==> config.mk <==
export PLATFORM = sky130hd
export DESIGN_NAME = control_unit
export DESIGN_NICKNAME = d
export VERILOG_FILES = /design/src/rtl/control_unit.sv
export SDC_FILE = /design/constraint.sdc
export NUM_CORES = 1
export LEC_CHECK = 0
export CAP_MARGIN = 5
export CORE_MARGIN = 4
export CORE_UTILIZATION = 45
export CTS_BUF_LIST = sky130_fd_sc_hd__clkbuf_4
export DETAILED_ROUTE_END_ITERATION = 8
export GPL_ROUTABILITY_DRIVEN = 0
export PLACE_DENSITY = 0.81
export SLEW_MARGIN = 20
export SYNTH_ARGS = -nofsm -noshare
export SYNTH_HDL_FRONTEND = slang
export SYNTH_SLANG_ARGS = --single-unit
==> constraint.sdc <==
create_clock -name CLK -period 3.8 [get_ports CLK]
set_input_delay 0.57 -clock CLK [delete_from_list [all_inputs] [get_ports CLK]]
set_output_delay 0.57 -clock CLK [all_outputs]
set_load 0.02 [all_outputs]
==> src/rtl/control_unit.sv <==
// Multi-cycle MIPS-subset control unit: a Moore FSM stepping IF/ID/EXE/MEM/WB
// and decoding the held opcode into datapath selects and enables.
module control_unit (
   input  logic       CLK,
   input  logic       Reset,
   input  logic [5:0] Opcode,
   input  logic       zero,
   input  logic       sign,
   output logic       PCWre,
   output logic       ALUSrcA,
   output logic       ALUSrcB,
   output logic [2:0] ALUop,
   output logic       ExtSel,
   output logic       InsMemRW,
   output logic       IRWre,
   output logic       RegWre,
   output logic [1:0] RegDst,
   output logic       WrRegDSrc,
   output logic       DBDataSrc,
   output logic       mRD,
   output logic       mWR,
   output logic [1:0] PCSrc,
   output logic [2:0] State
);

   localparam logic [5:0] OpAdd   = 6'b000000;
   localparam logic [5:0] OpSub   = 6'b000001;
   localparam logic [5:0] OpAddiu = 6'b000010;
   localparam logic [5:0] OpAnd   = 6'b010000;
   localparam logic [5:0] OpAndi  = 6'b010001;
   localparam logic [5:0] OpOri   = 6'b010010;
   localparam logic [5:0] OpXori  = 6'b010011;
   localparam logic [5:0] OpOr    = 6'b010100;
   localparam logic [5:0] OpSll   = 6'b011000;
   localparam logic [5:0] OpSlti  = 6'b100110;
   localparam logic [5:0] OpSlt   = 6'b100111;
   localparam logic [5:0] OpSw    = 6'b110000;
   localparam logic [5:0] OpLw    = 6'b110001;
   localparam logic [5:0] OpBeq   = 6'b110100;
   localparam logic [5:0] OpBne   = 6'b110101;
   localparam logic [5:0] OpBltz  = 6'b110110;
   localparam logic [5:0] OpJ     = 6'b111000;
   localparam logic [5:0] OpJr    = 6'b111001;
   localparam logic [5:0] OpJal   = 6'b111010;
   localparam logic [5:0] OpHalt  = 6'b111111;

   typedef enum logic [2:0] {
      StIf  = 3'b000,
      StId  = 3'b001,
      StExe = 3'b010,
      StMem = 3'b011,
      StWb  = 3'b100
   } state_e;

   state_e     r_state;
   state_e     w_state_next;
   logic [2:0] w_alu_op;
   logic       w_src_a;
   logic       w_src_b;
   logic       w_ext_sel;
   logic       w_rtype;
   logic       w_exec;
   logic       w_branch;
   logic       w_taken;

   // Opcode decode: ALU function, operand selects, and whether the op runs through EXE
   always_comb begin
      w_alu_op  = 3'b000;
      w_src_a   = 1'b0;
      w_src_b   = 1'b0;
      w_ext_sel = 1'b1;
      w_rtype   = 1'b0;
      w_exec    = 1'b1;
      case (Opcode)
         OpAdd:   w_rtype = 1'b1;
         OpSub:   begin w_alu_op = 3'b001; w_rtype = 1'b1; end
         OpAddiu: w_src_b = 1'b1;
         OpAnd:   begin w_alu_op = 3'b100; w_rtype = 1'b1; end
         OpAndi:  begin w_alu_op = 3'b100; w_src_b = 1'b1; w_ext_sel = 1'b0; end
         OpOri:   begin w_alu_op = 3'b011; w_src_b = 1'b1; w_ext_sel = 1'b0; end
         OpXori:  begin w_alu_op = 3'b111; w_src_b = 1'b1; w_ext_sel = 1'b0; end
         OpOr:    begin w_alu_op = 3'b011; w_rtype = 1'b1; end
         OpSll:   begin w_alu_op = 3'b010; w_rtype = 1'b1; w_src_a = 1'b1; end
         OpSlti:  begin w_alu_op = 3'b110; w_src_b = 1'b1; end
         OpSlt:   begin w_alu_op = 3'b110; w_rtype = 1'b1; end
         OpSw, OpLw:             w_src_b = 1'b1;
         OpBeq, OpBne, OpBltz:   w_alu_op = 3'b001;
         default: w_exec = 1'b0;
      endcase
   end

   assign w_branch = (Opcode == OpBeq) || (Opcode == OpBne) || (Opcode == OpBltz);
   assign w_taken  = ((Opcode == OpBeq) && zero) || ((Opcode == OpBne) && !zero) ||
                     ((Opcode == OpBltz) && sign);

   // Next-state and Moore outputs; reset overrides everything in the same cycle
   always_comb begin
      w_state_next = StIf;
      PCWre        = 1'b0;
      ALUSrcA      = 1'b0;
      ALUSrcB      = 1'b0;
      ALUop        = 3'b000;
      ExtSel       = 1'b0;
      InsMemRW     = 1'b0;
      IRWre        = 1'b0;
      RegWre       = 1'b0;
      RegDst       = 2'b00;
      WrRegDSrc    = 1'b0;
      DBDataSrc    = 1'b0;
      mRD          = 1'b0;
      mWR          = 1'b0;
      PCSrc        = 2'b00;

      // Datapath selects stay constant for the whole instruction after fetch
      if (r_state inside {StId, StExe, StMem, StWb}) begin
         ALUop     = w_alu_op;
         ALUSrcA   = w_src_a;
         ALUSrcB   = w_src_b;
         ExtSel    = w_ext_sel;
         DBDataSrc = (Opcode == OpLw);
         RegDst    = (Opcode == OpJal) ? 2'b00 : (w_rtype ? 2'b10 : 2'b01);
      end

      case (r_state)
         StIf: begin
            InsMemRW     = 1'b1;
            IRWre        = 1'b1;
            w_state_next = StId;
         end
         StId: begin
            if (Opcode == OpJ) begin
               PCWre = 1'b1;
               PCSrc = 2'b11;
            end else if (Opcode == OpJr) begin
               PCWre = 1'b1;
               PCSrc = 2'b10;
            end else if (Opcode == OpJal) begin
               PCWre     = 1'b1;
               PCSrc     = 2'b11;
               RegWre    = 1'b1;
               WrRegDSrc = 1'b0;
            end else if (Opcode == OpHalt) begin
               w_state_next = StId;
            end else if (w_exec) begin
               w_state_next = StExe;
            end else begin
               // Unknown opcode: retire as a NOP
               PCWre = 1'b1;
            end
         end
         StExe: begin
            if (w_branch) begin
               PCWre = 1'b1;
               PCSrc = w_taken ? 2'b01 : 2'b00;
            end else if ((Opcode == OpSw) || (Opcode == OpLw)) begin
               w_state_next = StMem;
            end else begin
               w_state_next = StWb;
            end
         end
         StMem: begin
            if (Opcode == OpSw) begin
               mWR   = 1'b1;
               PCWre = 1'b1;
            end else if (Opcode == OpLw) begin
               mRD          = 1'b1;
               w_state_next = StWb;
            end
         end
         StWb: begin
            RegWre    = 1'b1;
            WrRegDSrc = 1'b1;
            PCWre     = 1'b1;
         end
         default: ;
      endcase

      if (Reset) begin
         w_state_next = StIf;
         PCWre        = 1'b0;
         ALUSrcA      = 1'b0;
         ALUSrcB      = 1'b0;
         ALUop        = 3'b000;
         ExtSel       = 1'b0;
         InsMemRW     = 1'b0;
         IRWre        = 1'b0;
         RegWre       = 1'b0;
         RegDst       = 2'b00;
         WrRegDSrc    = 1'b0;
         DBDataSrc    = 1'b0;
         mRD          = 1'b0;
         mWR          = 1'b0;
         PCSrc        = 2'b00;
      end
   end

   // State register with synchronous reset to IF
   always_ff @(posedge CLK) begin
      if (Reset) begin
         r_state <= StIf;
      end else begin
         r_state <= w_state_next;
      end
   end

   assign State = r_state;

endmodule

==> results of run 1 <==
[stage by stage]
| step | util, % | std cells | cell area [µm²] | total power, mW | hold slack (ns) |
|---|---|---|---|---|---|
| final | 67.4 | 157 | 1030 | 0.195 | 0.644 |
| after global routing | 67.4 | 157 | 1030 | 0.204 | 0.672 |
| after floorplan | - | 116 | 727 | 0.0972 | 0.724 |
| after CTS | 67.4 | 157 | 1030 | 0.194 | 0.639 |
| after global placement | 65.4 | 153 | 997 | 0.126 | 0.631 |
| after detailed placement | 65.4 | 153 | 997 | 0.128 | 0.635 |
[how the worst min path moves through the flow]
| stage | start | to | slack [ns] | cells after the start |
|---|---|---|---|---|
| floorplan | State[1] | State[2] | 0.72 | 2 |
| global placement | State[1] | State[2] | 0.63 | 1 |
| detailed placement | State[1] | State[2] | 0.64 | 1 |
| CTS | State[1] | State[2] | 0.64 | 1 |
| global route | State[1] | State[2] | 0.67 | 1 |
| finish | State[1] | State[2] | 0.64 | 1 |
[layer usage]
layer	up-vias	GRT usage [%]	routed length, µm	part of all wire, %
met4	0	4.30	12	0.55
met1	421	29.2	986	45
li1	476	-	-	-
met2	36	32.0	1060	48
met5	-	0	0	0
met3	2	1.85	137	6.2
[layout make-up]
class	count	area [µm²]
multi-input combinational	94	568
fill	140	497
timing repair buffer	33	323
sequential	3	60.1
clock buffer	4	30.0
inverter	7	26.3
tap	16	20.0
[critical path: cells and delay by family]
family,cells,cell delay (ns)
buf+inv,2,1.38
simple gates,2,0.73
compound gates,1,0.24
[cells in the mapped netlist]
master and count:
a211oi_1 1, a21o_1 2, a21oi_1 5, a22oi_1 1, a31o_2 1, a31oi_1 3
a32o_1 1, a32oi_1 2, a41o_1 1, a41oi_1 1, and2b_1 1, and3_2 1
and3b_1 2, buf_2 7, buf_4 3, buf_6 1, clkbuf_1 1, clkinv_1 1
dfxtp_1 3, inv_1 6, maj3_1 1, nand2_1 10, nand2b_1 5, nand3_1 2
nand4_1 3, nand4b_2 1, nand4bb_1 1, nor2_1 15, nor2b_1 2, nor3_1 9
nor3b_1 2, nor4_1 2, o21a_1 1, o21ai_0 7, o221ai_1 1, o22ai_2 1
or2_2 1, or3_1 3, or3b_1 2, or4_1 1, xnor2_1 2
[report_power, final]
part           internal [mW]  switching (mW)  total [mW]
clock network         0.0467          0.0201      0.0669
registers             0.0332         0.00361      0.0368
logic                 0.0409          0.0502      0.0910
total                  0.121          0.0739       0.195
[cells by family after synthesis]
| family | synth area share (%) |
|---|---|
| flops | 8.26 |
| buf+inv | 13.6 |
| compound gates | 26.5 |
| xor+xnor | 2.41 |
| simple gates | 47.8 |
| fa+ha+maj | 1.38 |
[layout by cell type, fill, tap and decap left out, types with 2 or more instances in the layout]
cell type        count
a21o_1               2
a21oi_1              5
a31oi_1              3
a32oi_1              2
and3b_1              2
buf_4                3
clkbuf_4             4
clkdlybuf4s50_1     30
dfxtp_1              3
inv_1                6
nand2_1             10
nand2b_1             5
nand3_1              2
nand4_1              3
nor2_1              15
nor2b_1              2
nor3_1               9
nor3b_1              2
nor4_1               2
o21ai_0              7
or3_1                3
or3b_1               2
xnor2_1              2
==> results list, run 1 <==
* Status: completed
- Unrepaired setup endpoints after global routing: no
- Final Cycle Share: about nine tenths
- Height of the die: approximately 48 µm
- For the worst flop-to-flop path, the logic depth is 4.
- Residual DRC count: 0
- Number of flip-flops and latches in the synthesized netlist: 3
* Number of standard-cell rows in the floorplan: 14
* Flip-flop count of the largest register, all copies and words added: 3
- Number of buffers on the longest clock path: 2
* Detailed Route Iter0 Violations: 17
- Post-Synthesis Net Count: 126
- Most area-consuming cells after synthesis: dfxtp_1 8.3%, nor2_1 7.7%, nor3_1 6.2%
* Overall die width: approximately 48 µm
- H-tree lvl count: 1
- For this block, the routed nets add up to 2.19 mm of wire.
* Cell area power density: 190 nW/µm²
- Maximum ir drop on the vdd rail: 0.245 mV
- The worst register-to-register path ends at State[1].
- After clock tree synthesis, the clock-pin slew on the worst setup and hold paths is 0.04 ns.
* Synthesized instance count: 116
* Total count of max-transition violations in the final report: 0
- Global-route wire length before repair: about 3.4 mm
- Post-detail-place hpwl: 1.64 mm
- Skew-Pair Late Insertion Delay: 0.24 ns
- Traced cell by cell, the critical path runs through clkdlybuf4s50_1, nand4b_2, or4_1, a211oi_1, clkdlybuf4s50_1.
- Register area share after synthesis: 8.26%
- Based on the critical path, the design can be clocked at up to 0.287 GHz.
* CTS buffer count: 3
- Minimum clock period after layout: 3.49 ns
- In the routed layout, each cell is associated on average with a via count of 5.96.
- Cell occurring most often along the worst timing path: clkdlybuf4s50_1
- The detail route stage leaves a number of antenna-violating nets equal to 0.
- In this run the worst path has a maximum fanout of 12.
- Category of the worst setup path launch point: primary input
- Data on the critical path is required at its endpoint by 3.23 ns.
- Following the worst setup path forward leads to its endpoint at RegWre.
- Of the cells placed in the final design, the portion with a size suffix greater than 1 is 8.51%.
- Clock tree synthesis found a total of 3 sinks.
- R2R Path Start: State[1]
- The analysis attributes to cell leakage a power of roughly 0.38 nW.
* Endpoint kind of the worst setup timing path: output pin
- After layout, the worst setup slack is about 0.31 ns.
* Vias in the first global route: roughly 760
- Number of ports placed on the die boundary: 31
- Clock Skew: 0.00900 ns
- Hold buffer count at cts: 0
* Overflow after GRT: 0
- For this run, the number of Yosys warnings is 0.
* Buffers on Ports: 30
* Worst slack at placement: around 0.32 ns
* Slowest cell on crit path: clkdlybuf4s50_1
* Total Neg Setup Slack: 0 ns
- Total setup violations reported at the end of the flow: 0
- Across the run, the number of max-cap violations was 0.
* Critical path origin: Opcode[3]
- CTS placed an instance of clkbuf_4 at the clock tree root.
- The final hold violation count came to 0.
- Dividing the synthesized area by the synthesized cell count gives approximately 6.3 µm².
* Synth cell types: 41
* PostCTS Resize Cnt: 0
- For this block, the via count after detailed routing is ~940.
- CORE AREA: 1520 µm²
- CP Class: primary input to output pin
- In the final routed layout, each cell accounts on average for 14.0 µm.
- Detailed-routing iteration count for the pre-antenna-repair pass: 4
- Number of antenna violations at the first check in global routing: 0
- Entering global routing, the biggest net connects 16 pins.
- The top cell type by area accounts for 8.26% of the synthesized area.
- Tightest Pin Transition: 0.458 ns
- Synthesized area: roughly 730 µm²
- Starting density of the core: a little under half
- Measured against its own limit, the worst slew margin works out to between 60% and 70%.
- The die covers ~2300 µm².
* Internal reg-to-reg setup slack: 2.27 ns
* Area added between synthesis and finish: 41.3%
* Final net count: 152
* Antenna diode count: 0
* Clock tree from TritonCTS: yes
- Library cell with the largest summed area after synthesis: dfxtp_1
- Critical path's largest stage delay: 0.74 ns
* Crit path arrival time: 2.92 ns
- In this run the worst hold path is classified as register to register.
- Total GRT Usage: about a fifth
- Post-CTS Setup Bufs: 0
Power figures use the tool's default switching activity.
==> run 2: changes to the inputs <==
--- a/config.mk
+++ b/config.mk
@@ -9,8 +9,10 @@
 export CORE_MARGIN = 4
 export CORE_UTILIZATION = 45
 export CTS_BUF_LIST = sky130_fd_sc_hd__clkbuf_4
+export CTS_CLUSTER_DIAMETER = 30
 export DETAILED_ROUTE_END_ITERATION = 8
 export GPL_ROUTABILITY_DRIVEN = 0
+export HOLD_SLACK_MARGIN = 0.06
 export PLACE_DENSITY = 0.81
 export SLEW_MARGIN = 20
 export SYNTH_ARGS = -nofsm -noshare
==> results of run 2 <==
Final layout, timing and power as in run 1 (identical DEF).
==> run 3: changes to the inputs <==
--- a/config.mk
+++ b/config.mk
@@ -5,10 +5,8 @@
 export SDC_FILE = /design/constraint.sdc
 export NUM_CORES = 1
 export LEC_CHECK = 0
-export CAP_MARGIN = 5
 export CORE_MARGIN = 4
 export CORE_UTILIZATION = 45
-export CTS_BUF_LIST = sky130_fd_sc_hd__clkbuf_4
 export CTS_CLUSTER_DIAMETER = 30
 export DETAILED_ROUTE_END_ITERATION = 8
 export GPL_ROUTABILITY_DRIVEN = 0
==> run 3 against run 2 <==
Sequential share of layout area about the same. Clock power fell by 11%. Cell count is the same. Design area down 0.37%. Global-route usage did not move. Worst hold slack improved by 0.0016 ns. Wire length barely moved. Clock-buffer cell count is the same. Critical path type unchanged.
==> results list, run 3 (synthesis results as in run 1) <==
* Cell occurring most often along the worst timing path: clkdlybuf4s50_1
* Cells traversed along the worst timing path: clkdlybuf4s50_1, nand4b_2, or4_1, a211oi_1, clkdlybuf4s50_1
- Required time reported for the critical path endpoint: 3.23 ns (about the same)
- CTS buffer count: 3 (unchanged)
* Buffers on Ports: 30 (unchanged)
- In this run the worst hold path is classified as register to register.
* Flip-flop count of the largest register, all copies and words added: 3 (unchanged)
- Unrepaired setup endpoints after global routing: no
* Layout cells sized above 1: 7.80% (-0.71 points)
- Total GRT Usage: 20.1% (unchanged)
* Static leakage: 0.375 nW (-0.90%)
- The largest net degree at the start of global routing was 16 (unchanged).
- Detailed Route Iter0 Violations: 17 (unchanged)
* Maximum ir drop on the vdd rail: 0.216 mV (-12%)
- The final wirelength was 2.20 mm (about the same).
- The largest driver fanout on the critical path came to 12 (unchanged).
- Slowest cell on crit path: clkdlybuf4s50_1
* Wirelength per Cell: 14.0 µm (about the same)
- Highest clock frequency the design can meet: 0.287 GHz (about the same)
* Via density per instance: 5.93 (-0.43%)
- Final Hold Violating Endpoints: 0 (unchanged)
* Post-route ant nets: 0 (unchanged)
- Vias in the first global route: 759 (unchanged)
- Length in cells of the worst reg-to-reg path: 4 (unchanged)
- Number of buffers on the longest clock path: 2 (unchanged)
- Total setup violations reported at the end of the flow: 0 (unchanged)
- The flow ran to the end, and the final reports show no timing, DRC or antenna violations.
- The count of TritonRoute iterations in the first routing pass is 4 (unchanged).
- The number of antenna cells inserted was 0 (unchanged).
* Area added between synthesis and finish: 40.8%
* Number of ports placed on the die boundary: 31 (unchanged)
* Post-layout instance area: 1020 µm² (-0.37%)
* CP Class: primary input to output pin
* Sink Count: 3 (unchanged)
- Global-route wire length before repair: 3.44 mm (unchanged)
- The top cell types in the final layout, fill and taps aside, are 30 x clkdlybuf4s50_1, 15 x nor2_1, 10 x nand2_1.
* Max-capacitance violation count: 0 (unchanged)
- The total via count in the routed design was 931 (-0.43%).
- Clock-pin slew of the registers on the worst-case setup and hold paths: 0.04 ns (about the same)
- The normalized max-slew margin is 69.5% (unchanged).
- Filler cells: 142 (+1.4%)
* Residual DRC count: 0 (unchanged)
- Height of the die: 48.2 µm (unchanged)
- The width of the die came to 48.2 µm (unchanged).
- Total Neg Setup Slack: 0 ns (unchanged)
- Tightest Pin Transition: 0.458 ns (+0.000000834 ns)
* Die footprint: 2320 µm² (unchanged)
* Clock tree from TritonCTS: yes
- The data arrival time of the worst path is 2.92 ns (about the same).
- The clock latency of the later-clocked register in the worst-skew pair is 0.24 ns (about the same).
* Post-placement cell area: 997 µm² (unchanged)
* Final Cycle Share: 91.8% (about the same)
* Endpoint kind of the worst setup timing path: output pin
* Post-CTS Setup Bufs: 0 (unchanged)
- Cell area power density: 183 nW/µm² (-3.4%)
- The tree is rooted in a clkbuf_4.
- The library cell used most frequently in the layout, excluding fill and tap cells, is clkdlybuf4s50_1.
- The post-route clock skew was 0.00935 ns (+0.000349 ns).
- STA classifies the critical path startpoint as a primary input.
- Post-detail-place hpwl: 1.64 mm (unchanged)
- The H-tree depth came to 1 (unchanged).
* Count of cells along the worst hold path: 1 (unchanged)
- Number of antenna violations at the first check in global routing: 0 (unchanged)
- Overflow after GRT: 0 (unchanged)
- Starting density of the core: 47.7% (unchanged)
- The largest stage delay on the critical path came to 0.74 ns (about the same).
* PostCTS Resize Cnt: 0 (unchanged)
- The quantity of hold-fixing buffers added after cts was 0 (unchanged).
- Final net count: 152 (unchanged)
* Total count of max-transition violations in the final report: 0 (unchanged)
- Minimum clock period after layout: 3.49 ns (+0.00107 ns)
* CORE AREA: 1520 µm² (unchanged)
* Number of standard-cell rows in the floorplan: 14 (unchanged)
## run 3: cell counts in the layout (fill, tap and decap cells not counted)
Identical to the previous run, type by type.
## run 3: final cells by class
| class | count | area, µm² | share of cell area [%] |
|---|---|---|---|
| Clock buffer | 4 | 26.3 | 2.57 |
| Tap cell | 16 | 20.0 | 1.96 |
| Inverter | 7 | 26.3 | 2.57 |
| Timing Repair Buffer | 33 | 323 | 31.5 |
| Sequential cell | 3 | 60.1 | 5.87 |
| Multi-Input combinational cell | 94 | 568 | 55.5 |
## run 3: power breakdown
| part | internal (mW) | total, mW | switching, mW |
|---|---|---|---|
| combinational | 0.0409 | 0.0911 | 0.0502 |
| clock | 0.0396 | 0.0595 | 0.0199 |
| sequential | 0.0332 | 0.0368 | 0.00363 |
| total | 0.114 | 0.187 | 0.0737 |
## run 3: worst paths after layout
path,slack (ns),endpoint,start
worst max register to register,2.27,State[1],State[1]
worst min register to register,0.65,State[2],State[1]
worst min-delay path,0.65,State[2],State[1]
worst max-delay path,0.31,RegWre,Opcode[3]
## run 3: per-layer routing
metal,global-route usage [%],wire [µm]
met5,0,0
met4,4.30,12
met3,1.85,130
met2,32.0,1060
met1,29.2,995
## run 3: critical path, delay by kind of cell
kind	cells	cell delay (ns)
compound gates	1	0.24
buf+inv	2	1.38
simple gates	2	0.73
## run 3: per-stage QoR
step	setup WS, ns	instances	utilization [%]	hold slack [ns]	total power, mW
finish	0.312	157	67.2	0.646	0.187
detailed placement	0.324	153	65.4	0.635	0.128
global route	0.141	157	67.2	0.672	0.197
floorplan	1.33	116	-	0.724	0.0972
global placement	0.370	153	65.4	0.631	0.126
CTS	0.322	157	67.2	0.639	0.187
